**config.mk**
```make
export PLATFORM = sky130hd
export DESIGN_NAME = branch_ctrl_flat
export DESIGN_NICKNAME = d
export VERILOG_FILES = /design/src/rtl/branch_ctrl_pkg.sv /design/src/rtl/branch_ctrl_if.sv /design/src/rtl/branch_ctrl_bht_2bit.sv /design/src/rtl/branch_ctrl.sv /design/src/flat_wrapper.sv
export SDC_FILE = /design/constraint.sdc
export NUM_CORES = 1
export LEC_CHECK = 0
export ABC_AREA = 1
export ABC_CLOCK_PERIOD_IN_PS = 3000
export CORE_MARGIN = 2
export CORE_UTILIZATION = 45
export CTS_CLUSTER_SIZE = 25
export DETAILED_ROUTE_END_ITERATION = 8
export GPL_ROUTABILITY_DRIVEN = 0
export PLACE_DENSITY = 0.78
export SLEW_MARGIN = 30
export SYNTH_ARGS = -nofsm -noshare
export SYNTH_HDL_FRONTEND = slang
export SYNTH_SLANG_ARGS = --single-unit
export TNS_END_PERCENT = 30
```
**constraint.sdc**
```tcl
create_clock -name clk_i -period 3 [get_ports clk_i]
set_input_delay 0.3 -clock clk_i [delete_from_list [all_inputs] [get_ports clk_i]]
set_output_delay 0.3 -clock clk_i [all_outputs]
set_load 0.05 [all_outputs]
```
**src/rtl/branch_ctrl_pkg.sv**
```systemverilog
// Shared definitions for the branch resolution / prediction slice.
package branch_ctrl_pkg;

  localparam int unsigned BHT_ENTRIES_DEF = 16;

  // Conditional branch funct3 encodings
  localparam logic [2:0] F3_BEQ  = 3'b000;
  localparam logic [2:0] F3_BNE  = 3'b001;
  localparam logic [2:0] F3_BLT  = 3'b100;
  localparam logic [2:0] F3_BGE  = 3'b101;
  localparam logic [2:0] F3_BLTU = 3'b110;
  localparam logic [2:0] F3_BGEU = 3'b111;

  // Weakly not taken
  localparam logic [1:0] BHT_RST = 2'b01;

  typedef enum logic [1:0] {
    ST_IDLE,
    ST_FLUSH1,
    ST_FLUSH2
  } state_t;

  // 010/011 are not branch encodings: they resolve as not taken but never mispredict
  function automatic logic f3_is_branch(input logic [2:0] f3);
    return f3[2:1] != 2'b01;
  endfunction

endpackage

```
**src/rtl/branch_ctrl_if.sv**
```systemverilog
// Fetch/EX-side signal bundle for branch_ctrl.
interface branch_ctrl_if #(
  parameter int unsigned CNT_W = 16
);
  logic [31:0]      if_pc_i;
  logic             pred_taken_o;
  logic             ex_valid_i;
  logic             ex_stall_i;
  logic [2:0]       ex_funct3_i;
  logic [31:0]      ex_pc_i;
  logic [31:0]      ex_target_i;
  logic             ex_pred_taken_i;
  logic             br_unsign_o;
  logic             br_less_i;
  logic             br_equal_i;
  logic             redirect_o;
  logic [31:0]      redirect_pc_o;
  logic             flush_o;
  logic [CNT_W-1:0] br_count_o;
  logic [CNT_W-1:0] mispred_count_o;

  modport master (
    output if_pc_i, ex_valid_i, ex_stall_i, ex_funct3_i, ex_pc_i, ex_target_i,
           ex_pred_taken_i, br_less_i, br_equal_i,
    input  pred_taken_o, br_unsign_o, redirect_o, redirect_pc_o, flush_o,
           br_count_o, mispred_count_o
  );

  modport slave (
    input  if_pc_i, ex_valid_i, ex_stall_i, ex_funct3_i, ex_pc_i, ex_target_i,
           ex_pred_taken_i, br_less_i, br_equal_i,
    output pred_taken_o, br_unsign_o, redirect_o, redirect_pc_o, flush_o,
           br_count_o, mispred_count_o
  );

endinterface

```
**src/rtl/branch_ctrl_bht_2bit.sv**
```systemverilog
// Array of 2-bit saturating branch history counters.
// One combinational read port, one synchronous update port, no read bypass.
module bht_2bit
  import branch_ctrl_pkg::*;
#(
  parameter  int unsigned ENTRIES = BHT_ENTRIES_DEF,
  localparam int unsigned IDX_W   = $clog2(ENTRIES)
) (
  input  logic             clk_i,
  input  logic             rst_i,
  input  logic [IDX_W-1:0] rd_idx,
  output logic [1:0]       rd_cnt,
  input  logic             upd_en,
  input  logic [IDX_W-1:0] upd_idx,
  input  logic             upd_taken
);

  logic [1:0] cnt [ENTRIES];

  assign rd_cnt = cnt[rd_idx];

  // Saturating counter update on resolution
  always_ff @(posedge clk_i or posedge rst_i) begin
    if (rst_i) begin
      for (int unsigned i = 0; i < ENTRIES; i++) cnt[i] <= BHT_RST;
    end else if (upd_en) begin
      if (upd_taken && cnt[upd_idx] != 2'b11)
        cnt[upd_idx] <= cnt[upd_idx] + 2'd1;
      else if (!upd_taken && cnt[upd_idx] != 2'b00)
        cnt[upd_idx] <= cnt[upd_idx] - 2'd1;
    end
  end

endmodule

```
**src/rtl/branch_ctrl.sv**
```systemverilog
// Branch resolution, mispredict redirect/flush sequencing and statistics.
module branch_ctrl
  import branch_ctrl_pkg::*;
#(
  parameter int unsigned BHT_ENTRIES = BHT_ENTRIES_DEF,
  parameter int unsigned CNT_W       = 16
) (
  input  logic       clk_i,
  input  logic       rst_i,
  branch_ctrl_if.slave bus
);

  localparam int unsigned IDX = $clog2(BHT_ENTRIES);

  state_t           state, state_nxt;
  logic             taken;
  logic             resolve;
  logic             mispred;
  logic [1:0]       rd_cnt;
  logic             redirect_q;
  logic [31:0]      redirect_pc_q;
  logic [CNT_W-1:0] br_cnt_q;
  logic [CNT_W-1:0] mis_cnt_q;

  bht_2bit #(
    .ENTRIES (BHT_ENTRIES)
  ) u_bht (
    .clk_i     (clk_i),
    .rst_i     (rst_i),
    .rd_idx    (bus.if_pc_i[IDX+1:2]),
    .rd_cnt    (rd_cnt),
    .upd_en    (resolve),
    .upd_idx   (bus.ex_pc_i[IDX+1:2]),
    .upd_taken (taken)
  );

  // Branch outcome decode from funct3 and comparator flags
  always_comb begin
    taken = 1'b0;
    case (bus.ex_funct3_i)
      F3_BEQ:           taken = bus.br_equal_i;
      F3_BNE:           taken = !bus.br_equal_i;
      F3_BLT, F3_BLTU:  taken = bus.br_less_i;
      F3_BGE, F3_BGEU:  taken = !bus.br_less_i;
      default:          taken = 1'b0;
    endcase
  end

  assign resolve = bus.ex_valid_i && !bus.ex_stall_i && (state == ST_IDLE);
  assign mispred = resolve && f3_is_branch(bus.ex_funct3_i) &&
                   (taken != bus.ex_pred_taken_i);

  // FSM state register
  always_ff @(posedge clk_i or posedge rst_i) begin
    if (rst_i) state <= ST_IDLE;
    else       state <= state_nxt;
  end

  // Next-state: two flush cycles after each mispredict
  always_comb begin
    state_nxt = state;
    case (state)
      ST_IDLE:   if (mispred) state_nxt = ST_FLUSH1;
      ST_FLUSH1: state_nxt = ST_FLUSH2;
      ST_FLUSH2: state_nxt = ST_IDLE;
      default:   state_nxt = ST_IDLE;
    endcase
  end

  // Redirect pulse and target; target holds between mispredicts
  always_ff @(posedge clk_i or posedge rst_i) begin
    if (rst_i) begin
      redirect_q    <= 1'b0;
      redirect_pc_q <= '0;
    end else begin
      redirect_q <= mispred;
      if (mispred)
        redirect_pc_q <= taken ? bus.ex_target_i : bus.ex_pc_i + 32'd4;
    end
  end

  // Wrapping statistics counters
  always_ff @(posedge clk_i or posedge rst_i) begin
    if (rst_i) begin
      br_cnt_q  <= '0;
      mis_cnt_q <= '0;
    end else begin
      if (resolve) br_cnt_q  <= br_cnt_q + CNT_W'(1);
      if (mispred) mis_cnt_q <= mis_cnt_q + CNT_W'(1);
    end
  end

  assign bus.pred_taken_o    = rd_cnt[1];
  assign bus.br_unsign_o     = (bus.ex_funct3_i[2:1] == 2'b11);
  assign bus.redirect_o      = redirect_q;
  assign bus.redirect_pc_o   = redirect_pc_q;
  assign bus.flush_o         = (state != ST_IDLE);
  assign bus.br_count_o      = br_cnt_q;
  assign bus.mispred_count_o = mis_cnt_q;

endmodule

```
**src/flat_wrapper.sv**
```systemverilog
// flat-port wrapper written by rule: the top's interface ports become plain ports
module branch_ctrl_flat import branch_ctrl_pkg::*;
#(
  parameter int unsigned BHT_ENTRIES = BHT_ENTRIES_DEF,
  parameter int unsigned CNT_W       = 16
)
  (clk_i, rst_i, bus_if_pc_i, bus_ex_valid_i, bus_ex_stall_i, bus_ex_funct3_i, bus_ex_pc_i, bus_ex_target_i, bus_ex_pred_taken_i, bus_br_less_i, bus_br_equal_i, bus_pred_taken_o, bus_br_unsign_o, bus_redirect_o, bus_redirect_pc_o, bus_flush_o, bus_br_count_o, bus_mispred_count_o);
  branch_ctrl_if #(.CNT_W(CNT_W)) bus_i ();
  input  logic clk_i;
  input  logic rst_i;
  input wire logic [$bits(bus_i.if_pc_i)-1:0] bus_if_pc_i;
  input wire logic [$bits(bus_i.ex_valid_i)-1:0] bus_ex_valid_i;
  input wire logic [$bits(bus_i.ex_stall_i)-1:0] bus_ex_stall_i;
  input wire logic [$bits(bus_i.ex_funct3_i)-1:0] bus_ex_funct3_i;
  input wire logic [$bits(bus_i.ex_pc_i)-1:0] bus_ex_pc_i;
  input wire logic [$bits(bus_i.ex_target_i)-1:0] bus_ex_target_i;
  input wire logic [$bits(bus_i.ex_pred_taken_i)-1:0] bus_ex_pred_taken_i;
  input wire logic [$bits(bus_i.br_less_i)-1:0] bus_br_less_i;
  input wire logic [$bits(bus_i.br_equal_i)-1:0] bus_br_equal_i;
  output wire logic [$bits(bus_i.pred_taken_o)-1:0] bus_pred_taken_o;
  output wire logic [$bits(bus_i.br_unsign_o)-1:0] bus_br_unsign_o;
  output wire logic [$bits(bus_i.redirect_o)-1:0] bus_redirect_o;
  output wire logic [$bits(bus_i.redirect_pc_o)-1:0] bus_redirect_pc_o;
  output wire logic [$bits(bus_i.flush_o)-1:0] bus_flush_o;
  output wire logic [$bits(bus_i.br_count_o)-1:0] bus_br_count_o;
  output wire logic [$bits(bus_i.mispred_count_o)-1:0] bus_mispred_count_o;
  assign bus_i.if_pc_i = bus_if_pc_i;
  assign bus_i.ex_valid_i = bus_ex_valid_i;
  assign bus_i.ex_stall_i = bus_ex_stall_i;
  assign bus_i.ex_funct3_i = bus_ex_funct3_i;
  assign bus_i.ex_pc_i = bus_ex_pc_i;
  assign bus_i.ex_target_i = bus_ex_target_i;
  assign bus_i.ex_pred_taken_i = bus_ex_pred_taken_i;
  assign bus_i.br_less_i = bus_br_less_i;
  assign bus_i.br_equal_i = bus_br_equal_i;
  assign bus_pred_taken_o = bus_i.pred_taken_o;
  assign bus_br_unsign_o = bus_i.br_unsign_o;
  assign bus_redirect_o = bus_i.redirect_o;
  assign bus_redirect_pc_o = bus_i.redirect_pc_o;
  assign bus_flush_o = bus_i.flush_o;
  assign bus_br_count_o = bus_i.br_count_o;
  assign bus_mispred_count_o = bus_i.mispred_count_o;
  branch_ctrl #(.BHT_ENTRIES(BHT_ENTRIES), .CNT_W(CNT_W)) u_core (.clk_i(clk_i), .rst_i(rst_i), .bus(bus_i));
endmodule
```
==> impl_metrics.tcl <==
set metrics [dict create \
    wl_per_cell_um 14.1 \
    cts_max_path_buffers 2 \
    cts_buffers 9 \
    dp_cells 1240 \
    cts_hold_buf 0 \
    status "finished clean" \
    clock-skew-final_ns 0.00916 \
    final_max_slew_viol_count 0 \
    cp-end-kind "output port" \
    drt-total-wl_mm 17.7 \
    tightestPinTransition_ns 0.823 \
    maxCapViolCount 0 \
    synth_flop_cell "dfrtp_1" \
    powerDensity_nw_per_um2 673 \
    cp.required_ns 2.70 \
    dieArea_um2 15300 \
    synth.distinct_cells 32 \
    fin_cells 1255 \
    num_vias 6304 \
    cellLeakagePower_uw 0.00384 \
    start_util 0.461 \
    synthArstFlopShare 1.00 \
    grt_pass1_vias 5879 \
    hpwl_mm 13.1 \
    antenna_found_initial 0 \
    grt_overflow_total 0 \
    drive_gt1_frac 0.0874 \
    multiInputGateArea_um2 3420 \
    dr.pass1.iters 5 \
    fmax_ghz 0.360 \
    finalCriticalPeriod_ns 2.78 \
    post_dp_cell_area_um2 8020 \
    yosys_warnings 0 \
    hold_viol_final 0 \
    syn_nets 1045 \
    postCtsSetupRepairBufs 0 \
    stdcell_area_um2 8350 \
    pin_count 174 \
    grt_use_total 0.241 \
    drtIter0Drc 531 \
    synthCells 931 \
    cts_root_buf "clkbuf_16" \
    period_share 0.925 \
    cts-resized-gates 0 \
    fill_cells 1332 \
    die_x_um 124 \
    drc 0 \
    crit_type "primary input to output port" \
    setup.worst_path.start_class "primary input" \
    finalSetupViolations 0 \
    relSlewSlack 0.451 \
    hold_path_class "primary input to asynchronous set/reset pin" \
    synth_edf_count 0 \
    ys_ff_latch 99 \
    ant_nets 0 \
    setup_slack_ns 0.224 \
    final_cell_mix "nand2_1, clkdlybuf4s50_1, nor2_1, inv_1, dfrtp_1" \
    syn_area_um2 6430 \
    register_area_um2 2500 \
    crit_path_max_fanout 13 \
    path_clk_slew_ns 0.07 \
    peakVddDrop_mv 0.389 \
    h-tree-depth 3 \
    syn-mean-instance-area_um2 6.91 \
    cts.sinks 99 \
    final_common_cell "nand2_1" \
    clk_latency_ns 0.36 \
    grt_first_pass_wirelength_mm 28.7 \
    crit_arrival_ns 2.48 \
    rsz0062_at_grt "no" \
    fp-row-count 43 \
    num_antenna_cells 0 \
    die_h_um 124 \
    core_um2 13900 \
    dp_slack_ns 0.275 \
    layout.nets 1185 \
    grt_max_degree 51 \
    via_per_inst 5.02 \
    tns_ns 0 \
    cts_tree "yes" \
    synthToLayoutAreaGrowth_pct 29.8 \
    port_buffers 145 \
    ys_seq_area_frac 0.388 \
]
area by class of cell:
class,count,share of cell area
clock buffer,9,0.0270
clock inverter,6,0.0115
timing repair buffer,155,0.183
tap,180,0.0270
sequential,99,0.299
inverter,92,0.0420
multi-input combinational,714,0.410
metal layers:
layer	global-route usage	part of all wire
met5	0	0
met4	0.0661	0.019
met3	0.0507	0.057
met2	0.382	0.46
met1	0.334	0.46
stage by stage:
stage	hold slack (ns)	total power (µW)	util
final	0.373	5620	0.599
after detailed placement	0.425	4340	0.576
after global placement	0.411	4300	0.576
after CTS	0.396	5650	0.599
after global routing	0.433	5930	0.599
after floorplan	0.403	3500	-
worst max-delay path, stage by stage:
cell and delay (ns):
clkdlybuf4s50_1 0.62, inv_1 0.23, nor2_1 0.05, o21ai_0 0.28, o211ai_1 0.12, nand2_1 0.08, clkdlybuf4s50_1 0.80
cells by family (layout without fill, tap and decap cells):
kind of cell,Yosys count,after routing,synth area share
and+or+nand+nor,581,581,0.398
AOI/OAI and AO/OA,99,99,0.0837
xor gates and xnor gates,26,26,0.0354
buffers and inverters,118,262,0.0790
adders and majority gates,8,8,0.0156
DFF,99,99,0.388
cell usage after synthesis (11+ instances only):
cell | number | area [µm²]
nand3_2 | 13 | 130
nand3_1 | 63 | 315
nand3b_1 | 15 | 113
nor3_1 | 16 | 80.1
inv_1 | 85 | 319
o21ai_0 | 52 | 260
nor2_1 | 113 | 424
nand4_1 | 11 | 68.8
o21ai_1 | 25 | 125
dfrtp_1 | 83 | 2080
dfstp_2 | 16 | 420
xor2_1 | 23 | 201
buf_2 | 14 | 70.1
nand2_1 | 325 | 1220
final timing paths:
path                                      start                          to  slack, ns  cells past startpoint
worst max register to register        flip-flop        u_core.u_bht.cnt[27]       0.80                     13
worst min-delay path                      rst_i   u_core.bus.br_count_o[10]       0.37                      2
min in group clk_i              u_core.state[1]             u_core.state[1]       0.43                      1
worst min register to register  u_core.state[1]             u_core.state[1]       0.43                      1
max in group asynchronous                 rst_i  asynchronous set/reset pin       1.87                      3
worst max-delay path             bus_if_pc_i[2]            bus_pred_taken_o       0.22                      7
report_power, final:
part | leakage (µW) | switching [µW] | internal, µW
clock | 0.000154 | 550 | 739
sequential | 0.00121 | 273 | 1690
combinational | 0.00248 | 1570 | 796
total | 0.00384 | 2390 | 3220
Note: power is estimated with default switching activity, not from simulation.
